==> config.mk <==
export PLATFORM = sky130hd
export DESIGN_NAME = key_click_decoder
export DESIGN_NICKNAME = d
export VERILOG_FILES = /design/src/rtl/key_click_decoder_pkg.sv /design/src/rtl/key_click_decoder_win_timer.sv /design/src/rtl/key_click_decoder.sv
export SDC_FILE = /design/constraint.sdc
export NUM_CORES = 1
export LEC_CHECK = 0
export BUFFER_PORTS_ARGS = -buffer_cell sky130_fd_sc_hd__buf_2
export CORE_MARGIN = 2
export CORE_UTILIZATION = 38
export DETAILED_ROUTE_END_ITERATION = 8
export SYNTH_ARGS = -nofsm -noshare
export SYNTH_HDL_FRONTEND = slang
export SYNTH_SLANG_ARGS = --single-unit
==> constraint.sdc <==
create_clock -name sys_clk -period 3 [get_ports sys_clk]
set_clock_uncertainty 0.05 [all_clocks]
set_input_delay 0.3 -clock sys_clk [delete_from_list [all_inputs] [get_ports sys_clk]]
set_output_delay 0.3 -clock sys_clk [all_outputs]
set_load 0.05 [all_outputs]
==> src/rtl/key_click_decoder_pkg.sv <==
// Shared definitions for key_click_decoder: FSM state encodings and the gap window lengths.
package key_click_decoder_pkg;

    localparam int WIN_W = 24;

    // 300 ms at 50 MHz; the short value keeps simulations quick.
    localparam logic [WIN_W-1:0] CNT_WIN_DEFAULT = 24'd14_999_999;
    localparam logic [WIN_W-1:0] CNT_WIN_SIM     = 24'd20;

    typedef enum logic [1:0] {
        ST_IDLE = 2'd0,
        ST_ONE  = 2'd1,
        ST_TWO  = 2'd2
    } state_e;

endpackage

==> src/rtl/key_click_decoder_win_timer.sv <==
// Gap window timer: restarts on clear, counts while enabled, done when the window has fully elapsed.
module key_win_timer
    import key_click_decoder_pkg::*;
#(
    parameter logic [WIN_W-1:0] CNT_WIN_MAX = CNT_WIN_DEFAULT
) (
    input  logic sys_clk,
    input  logic sys_rst_n,
    input  logic clear,
    input  logic enable,
    output logic done
);

    logic [WIN_W-1:0] cnt_q;
    logic [WIN_W-1:0] cnt_d;

    assign done = (cnt_q == CNT_WIN_MAX);

    always_comb begin
        cnt_d = cnt_q;
        if (clear || !enable) begin
            cnt_d = '0;
        end else if (!done) begin
            cnt_d = cnt_q + 24'd1;
        end
    end

    always_ff @(posedge sys_clk or negedge sys_rst_n) begin
        if (!sys_rst_n) begin
            cnt_q <= '0;
        end else begin
            cnt_q <= cnt_d;
        end
    end

endmodule

==> src/rtl/key_click_decoder.sv <==
// Classifies bursts of key_flag presses into single/double (and triple) click pulses.
// Optional feature: define TRIPLE_CLICK_EN to add the TWO state and drive triple_flag.
module key_click_decoder
    import key_click_decoder_pkg::*;
#(
    parameter logic [WIN_W-1:0] CNT_WIN_MAX = CNT_WIN_DEFAULT
) (
    input  logic sys_clk,
    input  logic sys_rst_n,
    input  logic key_flag,
    output logic single_flag,
    output logic double_flag,
    output logic triple_flag,
    output logic busy
);

    state_e state_q;
    state_e state_d;
    logic   single_q, single_d;
    logic   double_q, double_d;
    logic   busy_q,   busy_d;
    logic   win_done;
    logic   win_clr;
    logic   win_en;

    // A press always restarts the window; an expiry clears it as the burst closes.
    assign win_clr = key_flag | win_done;
    assign win_en  = (state_q != ST_IDLE);

    key_win_timer #(
        .CNT_WIN_MAX (CNT_WIN_MAX)
    ) u_win_timer (
        .sys_clk   (sys_clk),
        .sys_rst_n (sys_rst_n),
        .clear     (win_clr),
        .enable    (win_en),
        .done      (win_done)
    );

`ifdef TRIPLE_CLICK_EN
    logic triple_q, triple_d;
`endif

    always_comb begin
        state_d  = state_q;
        single_d = 1'b0;
        double_d = 1'b0;
`ifdef TRIPLE_CLICK_EN
        triple_d = 1'b0;
`endif
        // A press on the expiry edge takes priority and counts as the next click.
        case (state_q)
            ST_IDLE: begin
                if (key_flag) state_d = ST_ONE;
            end
            ST_ONE: begin
                if (key_flag) begin
`ifdef TRIPLE_CLICK_EN
                    state_d = ST_TWO;
`else
                    double_d = 1'b1;
                    state_d  = ST_IDLE;
`endif
                end else if (win_done) begin
                    single_d = 1'b1;
                    state_d  = ST_IDLE;
                end
            end
`ifdef TRIPLE_CLICK_EN
            ST_TWO: begin
                if (key_flag) begin
                    triple_d = 1'b1;
                    state_d  = ST_IDLE;
                end else if (win_done) begin
                    double_d = 1'b1;
                    state_d  = ST_IDLE;
                end
            end
`endif
            default: state_d = ST_IDLE;
        endcase
        busy_d = (state_d != ST_IDLE);
    end

    always_ff @(posedge sys_clk or negedge sys_rst_n) begin
        if (!sys_rst_n) begin
            state_q  <= ST_IDLE;
            single_q <= 1'b0;
            double_q <= 1'b0;
            busy_q   <= 1'b0;
        end else begin
            state_q  <= state_d;
            single_q <= single_d;
            double_q <= double_d;
            busy_q   <= busy_d;
        end
    end

`ifdef TRIPLE_CLICK_EN
    always_ff @(posedge sys_clk or negedge sys_rst_n) begin
        if (!sys_rst_n) begin
            triple_q <= 1'b0;
        end else begin
            triple_q <= triple_d;
        end
    end
    assign triple_flag = triple_q;
`else
    assign triple_flag = 1'b0;
`endif

    assign single_flag = single_q;
    assign double_flag = double_q;
    assign busy        = busy_q;

endmodule
# ---- Word-level counts from Yosys, hierarchy flattened
# Cells that the tools add are included.
dict set report totals {
  inputBits 3
  ff_bits 29
  out_inout_bits 4
}
dict set report op_classes {
  n_reduce_logical 5
  n_eq_ne 3
  n_bitwise 1
  n_addsub 1
  n_mux 11
}
# op n
set ops {}
lappend ops {{24-bit 2-to-1 mux} 2}
lappend ops {{24-bit by 1-bit adder with 24-bit output, second input constant} 1}
lappend ops {{24-bit equality test, second input constant} 1}
lappend ops {{2-bit 2-to-1 mux} 3}
lappend ops {{1-bit 2-to-1 mux} 5}
lappend ops {{2-bit one-hot mux with 2 select lines} 1}
lappend ops {{2-bit nonzero test} 2}
lappend ops {{2-bit by 1-bit equality test with 1-bit output, second input constant} 1}
lappend ops {{2-bit zero test} 1}
lappend ops {{2-bit by 1-bit inequality test with 1-bit output, second input constant} 1}
lappend ops {{1-bit zero test} 1}
lappend ops {{1-bit logical OR} 1}
lappend ops {{1-bit bitwise OR} 1}

# ---- Longest topological paths before layout
dict set report logic_depth {
  depth_word 5
  mapped_depth 7
}

# ---- Hierarchy
# A second synthesis with hierarchy kept.
dict set report unflattened {
  hier_cells 148
  area_unflattened_um2 1510.2
}
# mod cells_each instances area_each_um2 seq_area_each_um2
set modules_own_cells {}
lappend modules_own_cells {key_win_timer 133 1 1317.5 600.6}
lappend modules_own_cells {key_click_decoder 15 1 192.7 125.1}

# ---- Least setup slack after synthesis
# OpenSTA, ideal clock, no wires.
dict set report synth_timing {
  path_type {register to register}
  from {reg u_win_timer.cnt_q[0]}
  to {reg u_win_timer.cnt_q[13]}
  arrival_ps 1766
  slack_ps 1115
  synth_period_minus_slack_ps 1885
  stages_incl_launch_ff 8
  path_cell_list {dfrtp_1 -> ha_1 -> and4_4 -> buf_6 -> and3_4 -> a311o_4 -> buf_6 -> nor2_4}
}
dict set report synth_via {
  elab_chain_len 4
}
# element line
set synth_rtl {}
lappend synth_rtl {{from (decl)} key_click_decoder_win_timer.sv:14} ;# logic [WIN_W-1:0] cnt_q;
lappend synth_rtl {{from (signal assigned)} key_click_decoder_win_timer.sv:32} ;# cnt_q <= cnt_d;
lappend synth_rtl {{branches (longest 4 deep; another with 24-bit by 1-bit adder with 24-bit output)} n/a}
# Parallel ways; which one is timed is not known. The select of a mux whose other input is x is not followed.
# A chain may end at the register's enable or synchronous reset.

# ---- Worst setup path after layout
dict set report layout_timing {
  from {reg u_win_timer.cnt_q[0]}
  to {reg u_win_timer.cnt_q[15]}
}
# The elaborated chain is that of the path after synthesis.

==> flow_summary.yaml <==
power:
  clock_power_share_pct: 52.1
  vdd_drop_max_mv: 0.221
  p_int_mw: 0.735
  power.switching_mw: 0.188
  p_leak_nw: 0.691
  p_per_area_mw_per_mm2: 551
  p_sw_share_pct: 20.4
  combPwrFrac_pct: 4.6
  seqPwrFrac_pct: 43.3
route:
  totalWireLength_mm: 2.65
  drt-wirelength-per-cell_microns: 13.7
  drcViolationCount: 0
  avgViaCountPerCell: 5.28
  drt-initial-drc-count: 66
  detail_route.first_pass.iterations: 4
  ant_nets: 0
  vias: 1020
worst_hold_path:
  hp-class: "in2async"
synth:
  yosysMostFrequentCell: "dfrtp_1"
  syn_area_per_cell_sq_um: 11.0
  postSynth.asyncResetShare_pct: 100
  synth_edf_count: 0
  netlist_area_sq_mm: 0.00150
  synth_top_area_share_pct: 48.3
  synth_seq_area_share_pct: 48.3
  synth_area_leaders: "dfrtp_1, xor2_1, nor2_4"
  synth_top_area_cell: "dfrtp_1"
  syn_inst: 136
  yosys-top-cells-count: "dfrtp_1, xor2_1, nand3_1"
  ys_warn_count: 0
  synth_ff_type: "dfrtp_1"
  synth_cell_type_count: 34
  ys_seq_elements: 29
layout:
  nFillCells: 367
  area_delta_synth_final_pct: 11.6
  nets: 148
  register_area_sq_um: 726
  diodes: 0
  multi_input_area_sq_um: 724
  post_route_cells_drive_above_1_share_pct: 20.0
die:
  fp.dieArea_sq_mm: 0.00447
  coreArea_sq_mm: 0.00374
  die_h_microns: 66.9
  start_util_pct: 40.1
  row_count: 22
  dieWidth_microns: 66.9
  pin_count: 7
clock_network:
  cts_buffers: 5
  clock-root-buffer: "clkbuf_8"
  clkTransAtPathRegs_ps: 70
  cts_resized: 0
  postCtsSetupRepairBufs: 0
  clk_latency_ps: 280
  h-tree-depth: 2
  clockBufferDepth: 2
  cts.sinks: 29
  cts_hold_buf: 0
  cts_tree: "done"
timing:
  slew_viol_final: 0
  worst_pin_slew_ps: 647
  fin_ws_ps: 1030
  timing.fmax_mhz: 508
  setup_viol: 0
  hold_ws_ps: -9.03
  fin_tns_setup_ps: 0
  slew_headroom_pct: 56.9
  hold_viol: 19
  final.period_utilization_pct: 65.6
  period_minus_slack_ps: 1970
  rsz0062_at_grt: "false"
global_routing:
  grt_overflow: 0
  grt_usage_pct: 14.3
  grt.met3_usage_pct: 6.25
  antenna_found_initial: 0
  grt_max_degree: 30
  top_usage_layer: "met2"
  grt_first_pass_wirelength_mm: 4.62
  met1_usage_pct: 16.6
  grt_pass1_vias: 1029
  grtUsageMet2_pct: 22.3
job:
  drv_cap: 0
setup_path:
  crit_chain: "ha_1, and4_4, and3_4, a311o_4, a21oi_1"
  end_kind: "register"
  worst-path-buf-inv: 0
  crit_type: "reg2reg"
  arrival_ps: 2110
  critPathLaunchType: "register"
  reg2reg_from: "u_win_timer.cnt_q[0]"
  critPathSlowestCell: "a311o_4"
  critPathMaxStageDelay_ps: 560
  critical_path_required_ps: 3150
  path_delay_family: "compound AO/OA/AOI/OAI gates"
  crit_start: "u_win_timer.cnt_q[0]"
  cp_max_fo: 24
run_status:
  violations: "negative hold slack"
  status: "finished, violations left"
placement:
  hpwl_mm: 1.80
  io_buffer_count: 5
  gp_congestion: 0.750
  place_ws_ps: 1050
## final timing paths
path                                               to  cells past startpoint  slack (ps)
worst max-delay path            u_win_timer.cnt_q[15]                      5        1030
worst min-delay path            u_win_timer.cnt_q[19]                      1          -9
worst max register to register  u_win_timer.cnt_q[15]                      5        1030
worst min register to register   u_win_timer.cnt_q[0]                      1         440
max in group asynchronous        u_win_timer.cnt_q[0]                      1        2480
min in group sys_clk                      single_flag                      2         210
## per-layer routing
metal,vias up,wire [microns]
li1,507,-
met1,499,1300
met2,12,1240
met3,2,91
met4,0,23
met5,-,0
## state kept, by name (all words and copies together) (netlist names)
signal             count
state_q                2
busy                   1
single_flag            1
u_win_timer.cnt_q     24
double_flag            1
## cells by family (layout without fill, tap and decap cells)
group	Yosys count	after routing	synth area share, %
XOR/XNOR	14	14	8.16
adder cells (fa/ha/maj)	1	1	0.833
buffers and inverters	7	15	3.75
flip-flops	29	29	48.3
other	1	2	0.250
AND/OR/NAND/NOR	64	64	29.3
AO/OA/AOI/OAI	20	20	9.41
## final cells by class
| class | count | area share [%] |
|---|---|---|
| timing repair buffer | 5 | 1.49 |
| multi-input combinational | 101 | 43.2 |
| clock inverter | 3 | 3.88 |
| sequential | 29 | 43.3 |
| tap | 48 | 3.58 |
| clock buffer | 5 | 4.10 |
| inverter | 2 | 0.448 |
## cells in the final DEF (no fill, tap or decap), types with 2 or more instances in the layout
cell and count:
a21oi_1 6, a21oi_2 2, a22o_1 2, and2_1 2
and3_1 4, and4_1 5, buf_2 5, bufinv_16 2
clkbuf_8 5, conb_1 2, dfrtp_1 29, inv_1 2
nand2_1 5, nand3_1 9, nand4_1 6, nor2_1 7
nor2_2 2, nor2_4 8, o21ai_0 4, o31ai_1 4
or3_1 4, or4_1 4, xnor2_1 3, xor2_1 11
## power groups by stage
stage | Combinational (mW) | Sequential, mW | Clock [mW]
6_report | 0.0429 | 0.400 | 0.481
5_1_grt | 0.0479 | 0.400 | 0.512
4_1_cts | 0.0444 | 0.400 | 0.495
3_5_place_dp | 0.0442 | 0.407 | 0
3_3_place_gp | 0.0434 | 0.407 | 0
2_1_floorplan | 0.0278 | 0.412 | 0
## stage by stage
step	hold WS (ps)	util, %	area [sq um]	total power, mW	std cells
after floorplan	-45.6	-	1510	0.440	137
after global placement	310	41.2	1540	0.450	185
after detailed placement	321	41.2	1540	0.451	185
after CTS	7.17	44.8	1680	0.939	193
after global routing	32.8	44.8	1680	0.960	193
final	-9.03	44.8	1680	0.924	193
No activity file was read; power rests on OpenSTA's default activity.
